File: config.mk
export PLATFORM = sky130hd
export DESIGN_NAME = vedic_nxn_pipe
export DESIGN_NICKNAME = d
export VERILOG_FILES = /design/src/rtl/vedic_nxn_pipe.sv
export SDC_FILE = /design/constraint.sdc
export NUM_CORES = 1
export LEC_CHECK = 0
export CAP_MARGIN = 0
export CORE_AREA = 2 2 144 174
export CTS_CLUSTER_DIAMETER = 120
export CTS_CLUSTER_SIZE = 28
export DETAILED_ROUTE_END_ITERATION = 6
export DIE_AREA = 0 0 146 176
export GPL_ROUTABILITY_DRIVEN = 0
export HOLD_SLACK_MARGIN = 0.02
export PLACE_DENSITY_LB_ADDON = 0.2
export SYNTH_ARGS = -nofsm -noshare
export SYNTH_HDL_FRONTEND = slang
export SYNTH_SLANG_ARGS = --single-unit
File: constraint.sdc
create_clock -name clk -period 4.8 [get_ports clk]
set_clock_uncertainty 0.15 [all_clocks]
set_input_delay 0.96 -clock clk [delete_from_list [all_inputs] [get_ports clk]]
set_output_delay 0.96 -clock clk [all_outputs]
set_load 0.005 [all_outputs]
File: src/rtl/vedic_nxn_pipe.sv
// Pipelined N x N Vedic (Urdhva-Tiryagbhyam) multiplier.
// Operands are reduced to unsigned magnitudes in the input stage. The first
// level multiplies every pair of 2-bit digits with a 2x2 leaf cell. Each later
// level merges four sub-products into a product of twice the operand width.
// In signed mode, the last level applies the sign before its register.
//
// Handshake: the two inputs are joined. A pair transfers only on a rising edge
// where s_a_tvalid and s_b_tvalid are both high and the pipeline enable
// ce = ~m_tvalid | m_tready is high. Both readies show exactly that condition,
// so neither side is ever consumed alone. The output presents m_tvalid with
// m_result_tdata and holds both until m_tready is seen. When ce is low, every
// stage freezes in place.
module vedic_nxn_pipe #(
  parameter int WIDTH  = 8,
  parameter int SIGNED = 0
) (
  input  logic                 clk,
  input  logic                 rst,
  input  logic [WIDTH-1:0]     s_a_tdata,
  input  logic                 s_a_tvalid,
  output logic                 s_a_tready,
  input  logic [WIDTH-1:0]     s_b_tdata,
  input  logic                 s_b_tvalid,
  output logic                 s_b_tready,
  output logic [2*WIDTH-1:0]   m_result_tdata,
  output logic                 m_tvalid,
  input  logic                 m_tready,
  output logic                 busy
);
  localparam int LVLS = $clog2(WIDTH);

  logic             w_ce;
  logic             w_xfer;
  logic [WIDTH-1:0] w_a_mag;
  logic [WIDTH-1:0] w_b_mag;
  logic             w_neg;
  logic [WIDTH-1:0] r_a_mag;
  logic [WIDTH-1:0] r_b_mag;
  // Bit 0 is the input stage; bit k+1 is recursion level k (the last one drives m_tvalid).
  logic [LVLS:0]    r_v_sr;
  // Bit k is the sign that belongs with the data entering recursion level k.
  logic [LVLS-1:0]  r_neg_sr;

  assign w_ce       = ~m_tvalid | m_tready;
  // Ready is also held low during reset, so nothing is taken on a reset edge.
  assign w_xfer     = s_a_tvalid & s_b_tvalid & w_ce & ~rst;
  assign s_a_tready = w_xfer;
  assign s_b_tready = w_xfer;
  assign m_tvalid   = r_v_sr[LVLS];
  assign busy       = |r_v_sr;

  // 2x2 leaf cell: vertical and crosswise partial products with explicit carries.
  function automatic logic [3:0] leaf2(input logic [1:0] x, input logic [1:0] y);
    logic [1:0] mid;
    logic [1:0] top;
    mid = {1'b0, x[1] & y[0]} + {1'b0, x[0] & y[1]};
    top = {1'b0, x[1] & y[1]} + {1'b0, mid[1]};
    return {top, mid[0], x[0] & y[0]};
  endfunction

  // Reduce the operands to magnitudes. -2^(WIDTH-1) maps onto itself, and that value is already its exact unsigned magnitude.
  always_comb begin
    w_a_mag = s_a_tdata;
    w_b_mag = s_b_tdata;
    w_neg   = 1'b0;
    if (SIGNED != 0) begin
      if (s_a_tdata[WIDTH-1]) w_a_mag = -s_a_tdata;
      if (s_b_tdata[WIDTH-1]) w_b_mag = -s_b_tdata;
      w_neg = s_a_tdata[WIDTH-1] ^ s_b_tdata[WIDTH-1];
    end
  end

  // Input stage registers plus the valid and sign shift chains, which advance together on ce.
  always_ff @(posedge clk) begin
    if (rst) begin
      r_a_mag  <= '0;
      r_b_mag  <= '0;
      r_v_sr   <= '0;
      r_neg_sr <= '0;
    end else if (w_ce) begin
      if (w_xfer) begin
        r_a_mag <= w_a_mag;
        r_b_mag <= w_b_mag;
      end
      r_v_sr[0]   <= w_xfer;
      r_neg_sr[0] <= w_neg & w_xfer;
      for (int k = 1; k <= LVLS; k++) r_v_sr[k] <= r_v_sr[k-1];
      for (int k = 1; k < LVLS; k++) r_neg_sr[k] <= r_neg_sr[k-1];
    end
  end

  for (genvar k = 0; k < LVLS; k++) begin : g_lvl
    localparam int SW = 2 << k;        // sub-operand width produced at this level
    localparam int H  = SW / 2;        // sub-operand width of the level below
    localparam int NB = WIDTH / SW;    // sub-operand blocks per operand
    logic [2*SW-1:0] w_p [NB*NB];
    logic [2*SW-1:0] w_d [NB*NB];
    logic [2*SW-1:0] r_p [NB*NB];

    if (k == 0) begin : g_leaf
      // Leaf level: one 2x2 product for every pair of A digit and B digit.
      always_comb begin
        for (int i = 0; i < NB; i++)
          for (int j = 0; j < NB; j++)
            w_p[i*NB+j] = leaf2(r_a_mag[2*i +: 2], r_b_mag[2*j +: 2]);
      end
    end else begin : g_join
      // Merge four half-width products: hh<<SW + (hl+lh)<<H + ll.
      always_comb begin
        for (int i = 0; i < NB; i++)
          for (int j = 0; j < NB; j++)
            w_p[i*NB+j] =
                ({{SW{1'b0}}, g_lvl[k-1].r_p[(2*i+1)*2*NB + 2*j+1]} << SW)
              + ({{SW{1'b0}}, g_lvl[k-1].r_p[(2*i+1)*2*NB + 2*j]}   << H)
              + ({{SW{1'b0}}, g_lvl[k-1].r_p[(2*i)*2*NB + 2*j+1]}   << H)
              +  {{SW{1'b0}}, g_lvl[k-1].r_p[(2*i)*2*NB + 2*j]};
      end
    end

    // The last level sees one full product and applies the carried sign.
    always_comb begin
      for (int n = 0; n < NB*NB; n++) w_d[n] = w_p[n];
      if ((k == LVLS-1) && r_neg_sr[k]) w_d[0] = -w_p[0];
    end

    // Level register, frozen with the rest of the pipeline when ce is low.
    always_ff @(posedge clk) begin
      if (rst) begin
        for (int n = 0; n < NB*NB; n++) r_p[n] <= '0;
      end else if (w_ce) begin
        for (int n = 0; n < NB*NB; n++) r_p[n] <= w_d[n];
      end
    end
  end

  assign m_result_tdata = g_lvl[LVLS-1].r_p[0];

endmodule

=== Word level (Yosys, flattened, before mapping) ===
Memories as Yosys holds them, arrays and structs flattened.
Index checks and enable logic that the tools add are counted.

* Output and inout port bits: 20
* Memories kept: 3
* Word-level logic and storage cells: 173
* Bits in writable memories: 112
* Register bits after elaboration: 20
* Input bits: 21

* Reductions and logical operators: 3
* $add $sub $neg: 47
* Mux-type cells: 27
* Bitwise gates (word level): 90

{| class="wikitable"
|+ Memory list
! name !! depth !! width !! read ports !! clocked after memory_dff !! wr ports !! RTL line !! text
|-
| g_lvl[0].r_p || 16 || 4 || 16 || 0 || 16 || 98 || <nowiki>logic [2*SW-1:0] r_p [NB*NB];</nowiki>
|-
| g_lvl[1].r_p || 4 || 8 || 4 || 0 || 4 || 98 ||
|-
| g_lvl[2].r_p || 1 || 16 || 1 || 0 || 1 || 98 ||
|}

{| class="wikitable"
|+ Operator list
! operator !! number
|-
| AND 1 bit || 67
|-
| adder 1 x 1 -> 2 bit || 32
|-
| adder 8 x 6 -> 8 bit || 8
|-
| 2-to-1 mux 4 bit || 16
|-
| adder 16 x 12 -> 16 bit || 2
|-
| adder 8 x 4 -> 8 bit || 4
|-
| 2-to-1 mux 8 bit || 4
|-
| OR 1 bit || 21
|-
| adder 16 x 8 -> 16 bit || 1
|-
| 2-to-1 mux 16 bit || 1
|-
| OR reduction 16 bit || 1
|-
| 2-to-1 mux 1 bit || 6
|-
| OR reduction 4 bit || 1
|-
| NOT 1 bit || 2
|-
| AND reduction 2 bit || 1
|}

=== Logic depth before layout (Yosys ltp) ===
Gate-level depths: netlist of run 1.

* Depth in word-level cells: 7
* Depth in mapped cells: 10
* Gate-level depth less buffers: 10

=== Worst setup path before layout of run 1 ===
Ideal clock, no wire load.

* Path kind: input to register
* Start point: input port m_tready
* End point: register r_v_sr[3]
* Arrival time: 3603 ps
* Data required time: 4381 ps
* Slack: 778 ps
* Stages: 4
* Setup time: 269 ps
* Buffers on the path: 0
* Path through: nor2b_4 > nor2b_1 > inv_1 > o21ai_0

* Cells in the longest elaborated chain, start to end: 1

{| class="wikitable"
|+ RTL lines
! element !! RTL line !! text
|-
| start, declared || 27 || <nowiki>input logic m_tready,</nowiki>
|-
| OR 1 bit || 44 || <nowiki>assign w_ce = ~m_tvalid | m_tready;</nowiki>
|-
| end signal, assigned || 78 || <nowiki>r_v_sr <= '0;</nowiki>
|-
| end, declared || 40 || <nowiki>logic [LVLS:0] r_v_sr;</nowiki>
|}

Every way passes these cells.
A chain may end at the register's enable or synchronous reset.

=== Final worst setup path of run 1 ===
* Start point: input port m_tready
* End point: output port s_b_tready

* Cells in the longest elaborated chain, start to end: 3

{| class="wikitable"
|+ RTL lines
! element !! RTL line !! text
|-
| OR 1 bit || 44 ||
|-
| AND 1 bit (2 in a row) || 46 || <nowiki>assign w_xfer = s_a_tvalid & s_b_tvalid & w_ce & ~rst;</nowiki>
|-
| end, declared || 24 || <nowiki>output logic s_b_tready,</nowiki>
|}

Every way passes these cells.

==> results of run 1 <==
## kinds of logic after synthesis
logic type,synth area share
buffers and inverters,0.03262
AO/OA/AOI/OAI,0.04255
flip-flops,0.5333
XOR/XNOR,0.008688
AND/OR/NAND/NOR,0.1784
multiplexers,0.02287
adder cells (fa/ha/maj),0.1816
## power by group
group	total [mW]	switching, mW	internal, mW
clock network	1.23	0.493	0.737
logic	0.0836	0.0427	0.0408
registers	1.26	0.0190	1.24
total	2.58	0.555	2.02
## worst register-to-register path, cell delays in order (launching register included)
cell and delay (ns):
edfxtp_1 0.39, fa_1 0.55, ha_1 0.18, inv_1 0.06, fa_1 0.42, nor2b_4 0.16
o31ai_2 0.11, a211oi_2 0.23, mux2i_1 0.23
## state kept, by name, summed over array words and instances, names as in the netlist
register and cells:
g_lvl.r_p 112, r_a_mag 8, r_b_mag 8, r_v_sr 4
## per-layer routing
metal	track usage	part of all wire	wire, um	vias to the layer above
li1	-	-	-	1998
met1	0.1389	0.47	6307	1915
met2	0.1920	0.49	6554	45
met3	0.02145	0.024	315	14
met4	0.04207	0.014	192	0
met5	0	0	0	-
## worst paths after layout
check	depth (start not counted)	to	slack [ns]
worst min register to register	1	r_v_sr[0]$_SDFFE_PP0N_	0.33
worst max register to register	8	g_lvl[2].r_p[0][15]$_SDFFCE_PN0P_	2.17
worst min-delay path	1	r_v_sr[0]$_SDFFE_PP0N_	0.33
worst max-delay path	4	s_b_tready	1.17
## cells in the final DEF, fill, tap and decap left out, drive strengths merged
master	Yosys	routed
o21ai	10	10
xor2	5	5
nor3	14	14
o211ai	2	2
edfxtp	112	112
nand3	1	1
o211a	1	1
mux2	1	1
a21oi	12	12
and3b	2	2
fa	29	29
a21boi	3	3
o22ai	1	1
buf	8	7
clkinv	0	7
a22o	1	1
dfxtp	20	20
o21a	4	4
nand4	1	1
clkbuf	8	22
a21o	7	7
xnor2	2	2
or4	1	1
or3	3	3
o31ai	1	1
mux2i	15	15
nand2b	3	3
nor3b	4	4
and3	11	11
or2	1	1
inv	38	41
a211oi	3	3
ha	56	56
nand2	7	7
nor2	31	31
nor2b	30	30
and2	101	101
clkdlybuf4s50	0	40
## area by class of cell
class                           instances  area [um2]
Fill cell                            2412       15480
Sequential cell                       132        3764
Multi-Input combinational cell        363        3069
Clock buffer                           22       496.7
Timing Repair Buffer                   47       465.4
Tap cell                              320       400.4
Inverter                               38       145.1
Clock inverter                         10       68.82
==> qor.log, run 1 <==
[sta] pin slew with the least headroom to its limit 0.6388 ns
[cells_and_area] Design Area, Final 8409 um2
[clocking] quantity of gates resized following cts 0
[sta] Slew Viols, Final 0
[yosys] Synth area leader edfxtp_1
[sta] fmax 275.3 MHz
[yosys] most common cell in the synthesized netlist edfxtp_1
[detailed_routing] post-route antenna net violation count 0
[sta] relative slew slack 0.5731
[sta] total negative slack 0 ns
[place] pre-CTS setup slack 1.150 ns
[clocking] Longest Clk Path Bufs 2
[setup_path] cell repeated most along the worst path clkdlybuf4s50_1
[yosys] library cells used by synthesis 43
[sta] unrepaired setup endpoints after global routing false
[yosys] dominant register cell in the synthesized netlist edfxtp_1
[clocking] clock latency on the worst-skew pair 0.41 ns
[place] count of buffers inserted at the top-level ports 40
[cells_and_area] area growth from synthesis to layout 19.17%
[worst_hold_path] path class of the lowest-slack min-delay path register to register
[setup_path] arrival time at the worst endpoint 2.52 ns
[yosys] cell types with the largest area share after synthesis edfxtp_1, ha_1, and2_1, fa_1, dfxtp_1
[global_route] initial antenna violation count 0
[detailed_routing] routed vias 3972
[floorplanning] height of the chip 176 um
[sta] period utilisation layout 0.7567
[yosys] mean post-synth cell area 12.85 um2
[detailed_routing] post-detailed-route via-to-cell ratio 4.262
[sta] worst-case hold slack 0.3336 ns
[yosys] number of flops mapped to enable cells by yosys 112
[clocking] hold_buf cts 0
[sta] final hold violation count 0
[setup_path] type of destination of the critical path output port
[yosys] number of storage elements in the synthesis netlist 132
[yosys] most instantiated cells after synthesis edfxtp_1, and2_1, ha_1, inv_1, nor2_1
[cells_and_area] number of antenna cells inserted 0
[yosys] net count after synthesis 655
[clocking] root buf cell clkbuf_16
[setup_path] largest stage delay on the critical path 0.59 ns
[setup_path] Reg2Reg Launch Point g_lvl[1].r_p[2][1]$_SDFFCE_PN0P_
[floorplanning] Total Die Area 25700 um2
[sta] post-layout minimum cycle time 3.632 ns
[clocking] number of buffers created by CTS 17
[global_route] pin count of the biggest net entering global routing 47
[clocking] setup bufs post-CTS 0
[floorplanning] die boundary width 146 um
[clocking] H-tree level count 4
[outcome] run status complete, no violations
[global_route] vias in the first global route 4270
[sta] minimum setup slack in the final design 1.168 ns
[cells_and_area] final layout net count 705
[yosys] cell count after synthesis 549
[setup_path] crit path buf inv count 2
[job] maxcap violations 0
[place] DP HPWL 9421 um
[global_route] gr usage total 0.1113
[clocking] clock transition time at the flip-flop clock pins of the worst setup and hold paths 0.06 ns
[yosys] synth warn 0
[sta] number of setup violations in the final report 0
[detailed_routing] drt initial violations 171
[detailed_routing] Detailed Routing Iterations Pass 1 4
[detailed_routing] routed wire length 13370 um
[setup_path] Critical Path, Cell by Cell clkdlybuf4s50_1, nor2b_4, nor3_4, clkdlybuf4s50_1
[place] Cell Count Post-Placement 900
[detailed_routing] DRC violation count after routing 0
[yosys] post-synthesis instance area 7057 um2
[worst_hold_path] min-delay src r_v_sr[0]$_SDFFE_PP0N_
[global_route] global-route wire length before repair 22250 um
[floorplanning] starting utilization of the core area 0.2953
[global_route] total congestion overflow 0
[yosys] area share of the largest cell type after synthesis 0.4766
[floorplanning] site row count 62
[cells_and_area] Cell Count, Final, Fillers Out 932
[pwr] worst IR drop on VDD 0.0002431 V
[setup_path] slowest stage cell on the critical path clkdlybuf4s50_1
[clocking] clock sinks 132
[cells_and_area] share of layout cells above drive strength 1 0.08007
[place] Post-DP Area 7844 um2
[cells_and_area] share of the core filled with cells 0.3520
[setup_path] first element of the critical path m_tready
[setup_path] peak fanout along the critical path 8
[pwr] Power, Total 2.576 mW
[yosys] post-synthesis sequential area ratio 0.5333
[detailed_routing] average routed wire per standard cell 14.34 um
[floorplanning] core region area 23890 um2
[floorplanning] Top-Level Pins 41
[pwr] power per cell area 306.4 nW/um2
[setup_path] startpoint type of the worst setup path primary input
[yosys] async set or reset register ratio after synthesis 0
[pwr] static leakage 3.723 nW
[clocking] CTS tree yes
[setup_path] family with the most delay on the worst path buffers and inverters
[setup_path] worst setup path category primary input to output port
[setup_path] Worst EP required 3.69 ns
Power figures use the tool's default switching activity.
==> run 2, diff against run 1 <==
Clock period 4.8 ns to 3.1 ns, I/O delays scaled along.
==> qor.log, run 2 (synthesis results as in run 1) <==
[cells_and_area] area of the multi-input gates 3077 um2
[pwr] Power, Total 4.346 mW
[worst_hold_path] cell depth of the worst hold path 1
[detailed_routing] Detailed Routing Iterations Pass 1 4
[floorplanning] site row count 62
[clocking] setup bufs post-CTS 0
[clocking] hold_buf cts 0
[floorplanning] height of the chip 176 um
[place] DP HPWL 9160 um
[cells_and_area] max reg flops 112
[cells_and_area] area growth from synthesis to layout 20.90%
[cells_and_area] final layout net count 704
[cells_and_area] leading cell types in the layout, fill and taps excluded edfxtp_1, and2_1, ha_1
[cells_and_area] Design Area, Final 8532 um2
[place] Post-DP Area 7870 um2
[cells_and_area] largest registers g_lvl.r_p x112, r_a_mag x8, r_b_mag x8
[clocking] H-tree level count 4
[clocking] clock sinks 132
[sta] Slew Viols, Final 0
[detailed_routing] routed wire length 13060 um
[cells_and_area] final-layout fill cell count 2417
[clocking] quantity of gates resized following cts 0
[clocking] clock transition time at the flip-flop clock pins of the worst setup and hold paths 0.06 ns
[sta] period utilisation layout 0.8658
[setup_path] arrival time at the worst endpoint 1.91 ns
[sta] final hold violation count 0
[detailed_routing] routed vias 3930
[sta] number of setup violations in the final report 0
[detailed_routing] drt initial violations 182
[floorplanning] starting utilization of the core area 0.2953
[sta] unrepaired setup endpoints after global routing false
[setup_path] Worst EP required 2.33 ns
[pwr] static leakage 3.765 nW
[cells_and_area] largest register by flop count g_lvl.r_p
[floorplanning] Total Die Area 25700 um2
[global_route] initial antenna violation count 0
[clocking] root buf cell clkbuf_16
[pwr] power per cell area 509.4 nW/um2
[detailed_routing] post-detailed-route via-to-cell ratio 4.221
[place] count of buffers inserted at the top-level ports 40
[setup_path] peak fanout along the critical path 6
[global_route] vias in the first global route 4298
[worst_hold_path] path class of the lowest-slack min-delay path register to register
[detailed_routing] DRC violation count after routing 0
[setup_path] number of cells on the worst reg-to-reg path 8
[clocking] clock latency on the worst-skew pair 0.42 ns
[cells_and_area] share of layout cells above drive strength 1 0.08020
[sta] fmax 372.6 MHz
[sta] post-layout minimum cycle time 2.684 ns
[job] maxcap violations 0
[cells_and_area] most common cell after layout, fill and taps aside edfxtp_1
[cells_and_area] number of antenna cells inserted 0
[pwr] worst IR drop on VDD 0.0003512 V
[setup_path] type of destination of the critical path output port
[global_route] pin count of the biggest net entering global routing 64
[global_route] total congestion overflow 0
[floorplanning] Top-Level Pins 41
[outcome] run status complete, no violations
[clocking] Longest Clk Path Bufs 2
[sta] pin slew with the least headroom to its limit 1.161 ns
[clocking] CTS tree yes
[global_route] gr usage total 0.1099
[detailed_routing] average routed wire per standard cell 14.02 um
[detailed_routing] post-route antenna net violation count 0
[setup_path] worst setup path category primary input to output port
[floorplanning] die boundary width 146 um
[clocking] number of buffers created by CTS 17
[global_route] global-route wire length before repair 22050 um
[floorplanning] core region area 23890 um2
[setup_path] startpoint type of the worst setup path primary input
[cells_and_area] area of all sequential standard cells 3764 um2
[sta] relative slew slack 0.2244
## run 2: metal layers
metal  vias up  routed length [um]  GRT usage
li1       1992                   -          -
met1      1869                6086     0.1338
met2        55                6332     0.1891
met3        14                 437    0.02661
met4         0                 198    0.04167
met5         -                   0          0
## run 2: final cells by class
| class | count | share of cell area |
|---|---|---|
| clock buffer | 18 | 0.05030 |
| clock inverter | 14 | 0.02728 |
| inverter | 38 | 0.01716 |
| multi-input combinational | 363 | 0.3606 |
| sequential | 132 | 0.4411 |
| tap | 320 | 0.04693 |
| timing repair buffer | 46 | 0.05661 |
## run 2: report_power, final
| group | switching, mW | internal (mW) | total [mW] |
|---|---|---|---|
| registers | 0.0286 | 1.93 | 1.95 |
| clock network | 0.756 | 1.50 | 2.26 |
| logic | 0.0662 | 0.0647 | 0.131 |
## run 2: path summary, 6_finish.rpt
path	start	endpoint	slack (ns)
hold reg to reg	r_v_sr[0]$_SDFFE_PP0N_	r_v_sr[0]$_SDFFE_PP0N_	0.34
setup / recovery	m_tready	s_b_tready	0.42
setup reg to reg	g_lvl[1].r_p[2][1]$_SDFFCE_PN0P_	g_lvl[2].r_p[0][15]$_SDFFCE_PN0P_	0.49
hold / removal	r_v_sr[0]$_SDFFE_PP0N_	r_v_sr[0]$_SDFFE_PP0N_	0.34
## run 2: stage by stage
step                      setup slack (ns)  hold slack [ns]  utilization  instances  setup TNS [ns]
after floorplan                   -0.08976           0.2891            -        549          -10.05
after global placement              0.3968           0.3082       0.3294        899               0
after detailed placement            0.3137           0.3251       0.3294        899               0
after CTS                           0.3921           0.3459       0.3571        931               0
after global routing                0.3056           0.3778       0.3571        931               0
final                               0.4159           0.3397       0.3571        931               0
## run 2: critical path, cell delays in order
cell	delay [ns]
clkdlybuf4s50_1	0.50
nor2b_4	0.08
nor3_4	0.19
clkdlybuf4s50_1	0.53
